$ cat src/rtl/priority_encoder_scan_display.sv
// priority_encoder_scan_display: MSB-priority encoder with hold/peak modes shown on a scanned hex 7-seg display
//  clk, rst (async, active-high); data[DATA_W]; sticky (peak-hold); hold (freeze); clear (reload pulse)
//  code[IDX_W] / code_valid: registered index of highest set bit and whether any bit was set
//  seg[7] gfedcba, dp (lit = no data), dig_sel[DIGITS] one-hot; all registered, active-high
module priority_encoder_scan_display #(
  parameter int DATA_W = 16,
  parameter int DIGITS = 2,
  parameter int SCAN_DIV = 1000,
  parameter int LZB = 1,
  localparam int IDX_W = $clog2(DATA_W)
) (
  input  logic              clk,
  input  logic              rst,
  input  logic [DATA_W-1:0] data,
  input  logic              sticky,
  input  logic              hold,
  input  logic              clear,
  output logic [IDX_W-1:0]  code,
  output logic              code_valid,
  output logic [6:0]        seg,
  output logic              dp,
  output logic [DIGITS-1:0] dig_sel
);
  localparam int NW = DIGITS * 4;
  localparam int PW = SCAN_DIV > 1 ? $clog2(SCAN_DIV) : 1;
  localparam int SW = DIGITS > 1 ? $clog2(DIGITS) : 1;
  localparam logic [6:0] HEX [16] = '{7'h3F, 7'h06, 7'h5B, 7'h4F, 7'h66, 7'h6D, 7'h7D, 7'h07,
                                      7'h7F, 7'h6F, 7'h77, 7'h7C, 7'h39, 7'h5E, 7'h79, 7'h71};
  logic [IDX_W-1:0] idx, code_d, code_q;
  logic any, load, wrap, valid_d, valid_q, dp_d, dp_q;
  logic [PW-1:0] pre_d, pre_q;
  logic [SW-1:0] ptr_d, ptr_q;
  logic [NW-1:0] sh;
  logic [6:0] seg_d, seg_q;
  logic [DIGITS-1:0] sel_d, sel_q;
  always_comb begin
    idx = '0;
    for (int i = 0; i < DATA_W; i++)
      if (data[i]) idx = IDX_W'(i);
  end
  assign any = |data;
  // clear reloads unconditionally; in peak-hold only a strictly higher valid index replaces the code
  assign load = clear || (!hold && (!sticky || (any && (!valid_q || idx > code_q))));
  assign code_d = load ? idx : code_q;
  assign valid_d = load ? any : valid_q;
  assign wrap = pre_q == PW'(SCAN_DIV - 1);
  assign pre_d = wrap ? '0 : pre_q + 1'b1;
  assign ptr_d = !wrap ? ptr_q : ptr_q == SW'(DIGITS - 1) ? '0 : ptr_q + 1'b1;
  // sh holds the current nibble and every more significant one, so sh==0 means a leading zero
  assign sh = NW'(code_q) >> (4 * ptr_q);
  assign seg_d = (!valid_q || (LZB != 0 && ptr_q != '0 && sh == '0)) ? '0 : HEX[sh[3:0]];
  assign dp_d = !valid_q && ptr_q == '0;
  assign sel_d = DIGITS'(1) << ptr_q;
  always_ff @(posedge clk or posedge rst)
    if (rst) begin
      code_q <= '0;
      valid_q <= 1'b0;
      pre_q <= '0;
      ptr_q <= '0;
      seg_q <= '0;
      dp_q <= 1'b0;
      sel_q <= '0;
    end else begin
      code_q <= code_d;
      valid_q <= valid_d;
      pre_q <= pre_d;
      ptr_q <= ptr_d;
      seg_q <= seg_d;
      dp_q <= dp_d;
      sel_q <= sel_d;
    end
  assign code = code_q;
  assign code_valid = valid_q;
  assign seg = seg_q;
  assign dp = dp_q;
  assign dig_sel = sel_q;
endmodule

$ cat config.mk
export PLATFORM = sky130hd
export DESIGN_NAME = priority_encoder_scan_display
export DESIGN_NICKNAME = d
export VERILOG_FILES = /design/src/rtl/priority_encoder_scan_display.sv
export SDC_FILE = /design/constraint.sdc
export NUM_CORES = 1
export LEC_CHECK = 0
export CAP_MARGIN = 20
export CORE_MARGIN = 3
export CORE_UTILIZATION = 46
export CTS_BUF_LIST = sky130_fd_sc_hd__clkbuf_2
export CTS_CLUSTER_SIZE = 28
export DETAILED_ROUTE_END_ITERATION = 7
export PLACE_DENSITY = 0.82
export SYNTH_ARGS = -nofsm -noshare
export SYNTH_HDL_FRONTEND = slang
export SYNTH_SLANG_ARGS = --single-unit
export TNS_END_PERCENT = 20
$ cat constraint.sdc
create_clock -name clk -period 2.13 [get_ports clk]
set_clock_uncertainty 0.2 [all_clocks]
set_input_delay 0.213 -clock clk [delete_from_list [all_inputs] [get_ports clk]]
set_output_delay 0.213 -clock clk [all_outputs]
set_load 0.01 [all_outputs]
==> metrics.md <==
| Metric | Value |
|---|---|
| Most frequent cell after synthesis | dfrtp_1 |
| Critical path's largest stage delay | 0.32 ns |
| Reg2reg start | code[1]$_DFFE_PP0P_ |
| PnR worst setup slack | -0.0470 ns |
| Largest family of logic cells by synthesized area | simple AND/OR/NAND/NOR gates |
| Fin crit share | 1.02 |
| Crit. End Element | flop |
| Total grt overflow | 0 |
| Crit Path Max Fanout | 4 |
| Global placement routability congestion | 0.937 |
| Setup CP Type | in -> reg |
| Failing checks | negative setup slack |
| Initial antenna violation count | 0 |
| Cells after synthesis | 165 |
| Peak VDD IR | 259 uV |
| WP data required | 2.18 ns |
| CTS tree | done |
| Vias/cell | 5.64 |
| Slew Limit Fails | 0 |
| Synth cell types | 35 |
| Crit. Startpoint | data[3] |
| CTS H-tree depth | 1 |
| Vias in the first global route | 1,516 |
| Number of flops mapped to enable cells by yosys | 0 |
| Synth Flop Type | dfrtp_1 |
| Pin count of the biggest net entering global routing | 27 |
| Antenna-violating nets left | 0 |
| Antenna diode count | 0 |
| Port bufs | 35 |
| Max-cap viol count | 0 |
| Compound-Gate Fraction of Synth Area | 0.144 |
| Die width | 63.6 microns |
| Num rows | 20 |
| Vias | 1,562 |
| Leakage | 0.00104 uW |
| Wirelength per Cell | 16.3 microns |
| Layout area overhead | 53.1% |
| CTS Sinks | 26 |
| Die area | 4040 sq um |
| Total placed cells including tap cells | 266 |
| CTS Root Cell | clkbuf_2 |
| Biggest area consumer among synthesized cells | dfrtp_1 |
| Floorplan core area | 3100 sq um |
| GR Util All Layers | 0.211 |
| Post-synthesis mux area share | 0.0427 |
| Dpl hpwl | 2960 microns |
| Synth Area in XOR/XNOR | 0.0402 |
| Worst-path cell with the longest stage delay | mux2_4 |
| Drt first pass iters | 4 |
| RSZ-0062 raised after global routing | true |
| Seq/Total Area, Yosys | 0.427 |
| Critical path startpoint category | input pin |
| Reg clk slew, reported paths | 0.26 ns |
| Fin util | 0.752 |
| Ys async rst share | 1.00 |
| Commonest cells in the netlist | dfrtp_1 (26), nor2_1 (25), nand2_1 (15) |
| Main area contributors after synthesis | dfrtp_1 (43%), ha_1 (8.2%), nor2_1 (6.2%) |
| Yosys top cell area share | 0.427 |
| Min-delay worst type | in -> reg |
| Mapped Nets | 196 |
| Initial Utilization | 0.492 |
| Longest Clk Path Bufs | 2 |
| Fraction of layout instances using a drive strength above 1 | 0.339 |
| Tot Pwr | 1150 uW |
| PD cells | 493 nW/um^2 |
| Die Ht | 63.6 microns |
| DRC Markers | 0 |
| Final non-filler cell total | 277 |
| Worst slew pin tran | 0.342 ns |
| Status | finished with violations |
| Syn avg cell area | 9.24 sq um |
| Seq cells post-synth | 26 |
| Final setup vio count | 4 |
| Synth Warn # | 0 |
| Post-layout min period | 2.18 ns |
| Initial DRC count | 168 |
| Post-synthesis simple-gate area fraction | 0.226 |
| Most frequent CP cell | buf_4 |
| Routed wire length | 4520 microns |
| IO Pins | 36 |
| Critical path, cell by cell | buf_4, nor2_2, o31ai_4, a211oi_2, o31ai_2, ha_1, buf_4, a31oi_4, o311ai_4, nand2_2, mux2_4 |
| Insertion delay to the later sink of the worst-skew pair | 0.35 ns |
| First-pass GRT wire length | 6840 microns |
| Worst Path Arrival | 2.23 ns |
| Post-synthesis adder-cell area fraction | 0.0820 |
| Final hold viol count | 0 |
| Slew margin rel. | 0.770 |
| Mapped cell area | 1530 sq um |
| Min-delay src | data[2] |
| Final #Nets | 265 |
| Upper clock frequency limit | 0.459 GHz |
| CTS buffer count | 3 |
## through the flow
| stage | setup TNS [ns] | instance area, sq um | hold WS [ns] | setup slack, ns |
|---|---|---|---|---|
| detailed placement | -3.78 | 2130 | 0.277 | -0.826 |
| CTS | -0.00138 | 2230 | 0.112 | -0.00138 |
| global route | -0.276 | 2330 | 0.192 | -0.0746 |
| finish | -0.151 | 2330 | 0.203 | -0.0470 |
| global placement | -3.42 | 2130 | 0.264 | -0.756 |
| floorplan | -0.442 | 1540 | 0.0530 | -0.147 |
## layout by cell type (no fill, tap or decap), drive strengths merged, types with 7 or more instances in the layout
cell,instances
buf,44
dfrtp,26
nor2,25
clkdlybuf4s50,20
nand2,16
inv,12
ha,10
o21ai,9
a21oi,8
nand3,7
## sequential cells by signal, indices dropped and copies added, names as in the netlist
| name | count |
|---|---|
| pre_q | 10 |
| seg | 7 |
| code | 4 |
| dig_sel | 2 |
| code_valid | 1 |
| dp | 1 |
| ptr_q | 1 |
## final cells by class
cell class	count	area, sq um
well taps	44	55.1
clock buffers	3	15.0
fillers	221	768
clock inverters	1	3.75
flip-flops and latches	26	651
multi-input cells	123	996
repair buffers	68	569
inverters	12	45.0
## worst paths after layout
kind / endpoint / slack [ns] / depth (start not counted)
setup reg to reg: code[3]$_DFFE_PP0P_ / 0.05 / 7
max in group asynchronous: pre_q[9]$_DFF_PP0_ / 0.92 / 4
setup / recovery: code[3]$_DFFE_PP0P_ / -0.05 / 11
min in group asynchronous: seg[0]$_DFF_PP0_ / 0.52 / 4
hold reg to reg: pre_q[0]$_DFF_PP0_ / 0.31 / 1
hold / removal: code_valid$_DFFE_PP0P_ / 0.20 / 6
## where the power goes
| group | switching [uW] | internal [uW] | leakage [uW] |
|---|---|---|---|
| Clock | 145 | 40.8 | 0.0000140 |
| Sequential | 13.6 | 524 | 0.000303 |
| Combinational | 208 | 218 | 0.000724 |
## worst max-delay path, delay by kind of cell
family,cells,cell delay (ns)
and+or+nand+nor,2,0.21
adders and majority gates,1,0.30
muxes,1,0.32
AOI/OAI and AO/OA,5,0.90
buffers and inverters,2,0.27
## per-layer routing
layer	share of wire	global-route usage	vias up
li1	-	-	713
met1	0.38	0.250	761
met2	0.53	0.377	76
met3	0.057	0.0267	12
met4	0.028	0.0943	0
met5	0	0	-
## cells by family (layout without fill, tap and decap cells)
logic type	after synthesis	in the layout
AO/OA/AOI/OAI	34	34
XOR/XNOR	7	7
adder cells (fa/ha/maj)	10	10
buffers and inverters	16	84
flip-flops	26	26
multiplexers	6	6
AND/OR/NAND/NOR	66	66
## repair_timing
| action | 4_1_cts | 5_1_grt |
|---|---|---|
| hold buffers | 1 | 0 |
| endpoints found under the setup margin | 5 | 5 |
| buffers inserted | 2 | 4 |
| resized for setup | 82 | 12 |
| hold endpoints to repair | 26 | 0 |
| pin swaps | 18 | 11 |
Note: power is estimated with default switching activity, not from simulation.
